==> src/rtl/pokey_pkg.sv <==
// rtl/pokey_pkg.sv - shared types and constants for the POKEY pot scan engine
package pokey_pkg;

  typedef enum logic [1:0] {
    ST_IDLE  = 2'd0,
    ST_DUMP  = 2'd1,
    ST_COUNT = 2'd2
  } pot_state_e;

  localparam int DEF_MAX_COUNT  = 228;
  localparam int DEF_LINE_DIV   = 114;
  localparam int DEF_DUMP_TICKS = 2;

  // SKCTL fields consumed (already decoded) by the scanner
  localparam int SKCTL_FAST_BIT = 2;
  localparam int SKCTL_INIT_MSB = 1;
  localparam int SKCTL_INIT_LSB = 0;

endpackage

==> src/rtl/pot_tick_gen.sv <==
// rtl/pot_tick_gen.sv - scan tick source: line divider or one tick per clk
module pot_tick_gen
  import pokey_pkg::*;
#(
  parameter int LINE_DIV = DEF_LINE_DIV
) (
  input  logic clk,
  input  logic rst_n,
  input  logic clr,
  input  logic fast,
  output logic tick
);

  localparam logic [6:0] DIV_LAST = 7'(LINE_DIV - 1);

  logic [6:0] div;

  // Divider free-runs in both modes so a mode switch never restarts it
  always_ff @(posedge clk or negedge rst_n) begin
    if (!rst_n) begin
      div <= '0;
    end else if (clr || div == DIV_LAST) begin
      div <= '0;
    end else begin
      div <= div + 7'd1;
    end
  end

  assign tick = fast | (div == DIV_LAST);

endmodule

==> src/rtl/pokey_pot_scanner.sv <==
// rtl/pokey_pot_scanner.sv - POTGO-triggered pot discharge and count/latch engine
module pokey_pot_scanner
  import pokey_pkg::*;
#(
  parameter int NUM_POTS   = 2,
  parameter int MAX_COUNT  = DEF_MAX_COUNT,
  parameter int LINE_DIV   = DEF_LINE_DIV,
  parameter int DUMP_TICKS = DEF_DUMP_TICKS
) (
  input  logic                  clk,
  input  logic                  rst_n,
  input  logic                  potgo,
  input  logic                  skctl_fast,
  input  logic                  skctl_init,
  input  logic [NUM_POTS-1:0]   pot_in,
  output logic [NUM_POTS-1:0]   pot_dump,
  output logic [8*NUM_POTS-1:0] pot_value,
  output logic [NUM_POTS-1:0]   allpot,
  output logic                  scan_busy
);

  localparam logic [7:0] CNT_MAX   = 8'(MAX_COUNT);
  localparam logic [7:0] DUMP_LAST = 8'(DUMP_TICKS - 1);

  logic [NUM_POTS-1:0] pin_meta, pin_s;
  pot_state_e          state, state_nxt;
  logic [7:0]          cnt, cnt_nxt;
  logic [7:0]          dump_cnt, dump_nxt;
  logic [NUM_POTS-1:0] allpot_q, allpot_nxt;
  logic [NUM_POTS-1:0] latch;
  logic                tick, count_tick, terminal;

  // Synchronizer is deliberately left untouched by skctl_init
  always_ff @(posedge clk or negedge rst_n) begin
    if (!rst_n) begin
      pin_meta <= '0;
      pin_s    <= '0;
    end else begin
      pin_meta <= pot_in;
      pin_s    <= pin_meta;
    end
  end

  pot_tick_gen #(.LINE_DIV(LINE_DIV)) u_tick_gen (
    .clk   (clk),
    .rst_n (rst_n),
    .clr   (potgo | skctl_init),
    .fast  (skctl_fast),
    .tick  (tick)
  );

  // A restart or init on the same cycle suppresses any latch
  assign count_tick = (state == ST_COUNT) && tick && !potgo && !skctl_init;
  assign terminal   = (cnt == CNT_MAX);

  for (genvar n = 0; n < NUM_POTS; n++) begin : g_pot
    logic [7:0] val_q;

    assign latch[n] = count_tick & allpot_q[n] & (pin_s[n] | terminal);

    always_ff @(posedge clk or negedge rst_n) begin
      if (!rst_n) begin
        val_q <= '0;
      end else if (skctl_init) begin
        val_q <= '0;
      end else if (latch[n]) begin
        val_q <= cnt;
      end
    end

    assign pot_value[8*n +: 8] = val_q;
  end

  always_comb begin
    state_nxt  = state;
    cnt_nxt    = cnt;
    dump_nxt   = dump_cnt;
    allpot_nxt = allpot_q;
    if (skctl_init) begin
      state_nxt  = ST_IDLE;
      cnt_nxt    = '0;
      dump_nxt   = '0;
      allpot_nxt = '0;
    end else if (potgo) begin
      state_nxt  = ST_DUMP;
      cnt_nxt    = '0;
      dump_nxt   = '0;
      allpot_nxt = '1;
    end else begin
      case (state)
        ST_DUMP: begin
          if (tick) begin
            if (dump_cnt == DUMP_LAST) begin
              state_nxt = ST_COUNT;
              cnt_nxt   = '0;
            end else begin
              dump_nxt = dump_cnt + 8'd1;
            end
          end
        end
        ST_COUNT: begin
          if (allpot_q == '0) begin
            state_nxt = ST_IDLE;
          end else if (tick) begin
            if (terminal) begin
              allpot_nxt = '0;
              state_nxt  = ST_IDLE;
            end else begin
              allpot_nxt = allpot_q & ~latch;
              cnt_nxt    = cnt + 8'd1;
            end
          end
        end
        ST_IDLE: begin
          state_nxt = ST_IDLE;
        end
        default: begin
          state_nxt = ST_IDLE;
        end
      endcase
    end
  end

  always_ff @(posedge clk or negedge rst_n) begin
    if (!rst_n) begin
      state    <= ST_IDLE;
      cnt      <= '0;
      dump_cnt <= '0;
      allpot_q <= '0;
    end else begin
      state    <= state_nxt;
      cnt      <= cnt_nxt;
      dump_cnt <= dump_nxt;
      allpot_q <= allpot_nxt;
    end
  end

  assign pot_dump  = {NUM_POTS{state != ST_COUNT}};
  assign scan_busy = (state != ST_IDLE);
  assign allpot    = allpot_q;

endmodule

==> config.mk <==
export PLATFORM = sky130hd
export DESIGN_NAME = pokey_pot_scanner
export DESIGN_NICKNAME = d
export VERILOG_FILES = /design/src/rtl/pokey_pkg.sv /design/src/rtl/pot_tick_gen.sv /design/src/rtl/pokey_pot_scanner.sv
export SDC_FILE = /design/constraint.sdc
export NUM_CORES = 1
export LEC_CHECK = 0
export ABC_AREA = 1
export BUFFER_PORTS_ARGS = -buffer_cell sky130_fd_sc_hd__buf_2
export CAP_MARGIN = 20
export CORE_MARGIN = 2
export CORE_UTILIZATION = 50
export DETAILED_ROUTE_END_ITERATION = 8
export GPL_TIMING_DRIVEN = 0
export PLACE_DENSITY = 0.78
export SLEW_MARGIN = 0
export SYNTH_ARGS = -nofsm -noshare
export SYNTH_HDL_FRONTEND = slang
export SYNTH_SLANG_ARGS = --single-unit
==> constraint.sdc <==
create_clock -name clk -period 2.8 [get_ports clk]
set_input_delay 0.56 -clock clk [delete_from_list [all_inputs] [get_ports clk]]
set_output_delay 0.56 -clock clk [all_outputs]
set_load 0.02 [all_outputs]
# --- Word-level counts from Yosys, hierarchy flattened ---
# Index checks and enable logic that the tools add are counted.
word_totals:
  regBits: 47
  in_bits: 7
  out_inout_bits: 21
  elab_cells: 87
classes:
  n_addsub: 3
  n_eq_ne: 15
  n_mux: 32
  bitwise_logic: 10
  reduce_logical: 18
op_table:
  columns: ["cell", "n"]
  rows:
  - ["8-bit 2-to-1 mux", 16]
  - ["2-bit 2-to-1 mux", 13]
  - ["4-bit != test, second input constant", 5]
  - ["8-bit by 1-bit adder with 8-bit output, second input constant", 2]
  - ["8-bit one-hot mux with 2 select lines", 1]
  - ["5-bit by 4-bit != test with 1-bit output, second input constant", 2]
  - ["3-bit nonzero test", 3]
  - ["8-bit by 1-bit equality test with 1-bit output, second input constant", 1]
  - ["8-bit equality test, second input constant", 1]
  - ["7-bit by 1-bit adder with 7-bit output, second input constant", 1]
  - ["7-bit equality test, second input constant", 1]
  - ["7-bit 2-to-1 mux", 1]
  - ["3-bit != test, second input constant", 2]
  - ["3-bit AND reduction", 2]
  - ["6-bit AND reduction", 1]
  - ["2-bit nonzero test", 3]
  - ["1-bit AND", 4]
  - ["1-bit OR", 4]
  - ["2-bit one-hot mux with 2 select lines", 1]
  - ["4-bit AND reduction", 1]
  - ["4-bit nonzero test", 1]
  - ["1-bit logical AND", 3]
  - ["2-bit AND", 1]
  - ["2-bit by 1-bit equality test with 1-bit output, second input constant", 1]
  - ["other kinds (6)", 7]

# --- Longest topological paths before layout ---
logic_depth:
  word_depth: 15
  mapped_depth: 12
  mapped_depth_nobuf: 12

# --- By module ---
# A second synthesis with hierarchy kept.
unflattened:
  cells_unflattened: 351
  area_unflattened_um2: 2697.6
modules_own_cells:
  columns: ["mod", "instances", "cells_each", "area_per_inst_um2", "seq_area_each_um2"]
  rows:
  - ["pokey_pot_scanner", 1, 308, 2303.5, 1001.0]
  - ["pot_tick_gen", 1, 43, 394.1, 175.2]

# --- Worst setup path after synthesis ---
# OpenSTA, ideal clock, no wires.
synth_path:
  kind: "register to output"
  startpoint: "reg state[0]"
  endpoint: "out pot_dump[1]"
  t_arrival_ns: 1.000
  t_required_ns: 2.240
  setup_slack_ns: 1.240
  path_stages_with_launch: 5
  n_path_buf: 1
  cell_sequence: "dfrtp_1 > inv_1 > ha_1 > inv_1 > buf_4"
synth_between:
  elab_chain_cells: 1
synth_lines:
  columns: ["element", "line", "rtl"]
  rows:
  - ["start, declared", "pokey_pot_scanner.sv:26", "pot_state_e state, state_nxt;"]
  - ["start signal, assigned", "pokey_pot_scanner.sv:131", "state <= state_nxt;"]
  - ["2-bit != test", "pokey_pot_scanner.sv:138", "assign pot_dump = {NUM_POTS{state != ST_COUNT}};"]
  - ["end, declared", "pokey_pot_scanner.sv:16", "output logic [NUM_POTS-1:0] pot_dump,"]
# No other way between the ends.

# --- Worst setup path in the final report ---
# Ends and elaborated chain as after synthesis.

==> run metrics <==
gpl congestion 0.8941; clk sink count 47; Worst-Margin Slew 0.5373 ns; Layout Skew 0.009820 ns; critical path depth 5; fraction of layout cells with a size suffix above 1 14.25%; vias in the first global route 2254; clock root buffer clkbuf_8; post-detail-place hpwl 3971 um; Max-Cap Viols 0; GR Util All Layers 20.99%; worst rel slew slack between 60% and 70%; DRT Pass-1 Iters 4; postcts setup bufs 0; Layout fillers 468; ANT cells 0; Cell Area, Synth 0.002621 sq mm; die height 76.41 um; max-slew violation total from the final report 0; Switching Fraction a little under a quarter; syn avg cell area 7.468 sq um; clock power share 37.1%; TNS Setup 0 ns; Pwr Density 433.2 mW/mm^2; GRT Residual Overflow 0; Reg2Reg Depth 10; die area between 0.005 and 0.006 sq mm; CP Data Required Time around 2.2 ns; antenna violations before repair 0; Area after DPL 0.002844 sq mm; initial DRC count slightly below 100; crit-path most repeated cell inv_1; Rows 26; CP cell instances inv_1 -> ha_1 -> inv_1 -> buf_4 -> buf_2; crit-path leading delay family buffers and inverters; highest ir drop seen on vdd 0.1834 mV; Vias between 2000 and 2500; IO Port Bufs 27; Crit-path slowest cell dfrtp_1; final setup fails 0; first-pass GRT wire length 10050 um; Placed Cells 448; Syn-to-layout area delta 13.17%; core area 0.005075 sq mm; outcome finished clean; ratio of routed vias to standard cells 4.996; io pins 28; Slowest Stage Delay on Critical Path 0.38 ns; clock-pin transition on the worst setup and hold timing paths about 0.08 ns; #FFs+latches synth 47; RSZ-0062 raised after global routing false; Die Wd roughly 76 um; Multi-input gate area 0.001240 sq mm; register area share after synthesis 44.87%; register area 0.001176 sq mm; Synth warnings 0; DRT Wirelength between 5000 and 6000 um; Psw 304.0 uW; Fin. Hold Viols 0; Final Instance Area 0.002967 sq mm; minimum clock period 1.917 ns; Max Clk Rate 521.6 MHz; syn nets 367; register-to-register setup slack 0.98 ns; cts repair resizes 0; Max H-tree Level 2; Final Cycle Share between 60 and 70%; CTS Buf Count 5; post-layout util 58.46%; CP arrival 1.36 ns; Leakage roughly 1.6 nW; Hold-fix buffers, CTS 0; CTS max path bufs 2; share of total power in sequential cells 54.4%; Overall Power between 1 and 1.5 mW; combinational power share under 10%; fin cells ~460; Initial Util roughly 52%; worst path buffer plus inverter count 4; Mapped Cells 351; Synth cell types 29; WL/cell 11.94 um; fin nets approximately 400; P_int 981.1 uW; largest net degree at the start of global routing 48; Critical Path Sink Type output pin; Startpoint Class register; worst-skew pair later-pin latency 0.30 ns; Worst Hold Class primary input to asynchronous set/reset pin; critical path type register to output pin; CTS tree done; drc violations 0; Worst Path Max Fanout 3; DRT antenna net count 0
path summary, 6_finish.rpt:
path / startpoint / to
setup / recovery: state[0] / pot_dump[1]
hold / removal: rst_n / cnt[3]
setup reg to reg: state[0] / cnt[5]
hold reg to reg: pin_meta[0] / pin_s[0]
max in group asynchronous: rst_n / cnt[7]
min in group clk: pin_meta[0] / pin_s[0]
placed cells by master (no fill, tap or decap), types with 3 or more instances in the layout:
master    Yosys  routed
ha_1          9       9
nor2_1       33      33
dfrtp_1      47      47
buf_2         1      28
clkbuf_8      0       5
nand4_1       5       5
inv_2         3       3
inv_1        37      37
o21ai_1       5       5
nor3_1       10      10
nor2_4        3       3
a21oi_1       4       4
o21ai_0       3       3
clkbuf_1      5       6
nand2_1     122     122
nand3_1      42      42
nand2_2       4       4
Yosys cell counts, drive strengths merged:
library cell    n  area share [%]
nor3           10             1.9
ha              9             4.3
xor2            1            0.33
o21ai           8             1.5
nor2           38             7.5
nor3b           2            0.57
buf             3            0.76
inv            42             6.2
o21bai          2            0.57
dfrtp          47              45
clkbuf          5            0.72
or2             1            0.24
nand2         127              19
a21oi           4            0.76
xnor2           1            0.33
nand4           6             1.7
clkinv          1            0.14
a211oi          1            0.29
nand3          43             8.4
area by class of cell:
class                           count  area share (%)
Sequential cell                    47           39.65
Multi-Input combinational cell    253           41.80
Tap cell                           70           2.952
Buffer                              8           1.307
Inverter                           43           5.609
Clock inverter                      1           1.012
Clock buffer                        6           2.446
Timing Repair Buffer               28           5.230
flip-flops by register name, indices dropped and copies added (netlist names):
| signal | count |
|---|---|
| state | 2 |
| pin_s | 2 |
| allpot | 2 |
| u_tick_gen.div | 7 |
| g_pot.val_q | 16 |
| pin_meta | 2 |
| dump_cnt | 8 |
| cnt | 8 |
cells by family after synthesis:
| group | count (synthesis) | share of synthesized area [%] |
|---|---|---|
| AOI/OAI and AO/OA | 15 | 3.150 |
| DFF | 47 | 44.87 |
| buffers and inverters | 51 | 7.828 |
| adders and majority gates | 9 | 4.296 |
| xor gates and xnor gates | 2 | 0.6684 |
| and+or+nand+nor | 227 | 39.19 |
routing by layer:
| metal | up-vias | wire length [um] | global-route usage, % |
|---|---|---|---|
| met5 | - | 0 | 0 |
| met4 | 0 | 69 | 5.818 |
| met3 | 5 | 195 | 4.502 |
| met2 | 44 | 2541 | 35.75 |
| met1 | 1061 | 2639 | 27.08 |
| li1 | 1168 | - | - |
per-stage QoR:
stage	hold WS, ns	setup slack, ns
finish	0.2018	0.8828
global route	0.2248	0.7727
CTS	0.3659	0.8730
detailed placement	0.3450	0.9827
global placement	0.3438	1.008
floorplan	0.2644	1.240
power groups by stage:
stage | combinational, mW | sequential, mW | clock, mW
after global placement | 0.106 | 0.712 | 0
after global routing | 0.124 | 0.701 | 0.512
after detailed placement | 0.107 | 0.713 | 0
after CTS | 0.108 | 0.699 | 0.485
after floorplan | 0.0627 | 0.714 | 0
final | 0.110 | 0.699 | 0.476
(Power assumes the default switching activity.)
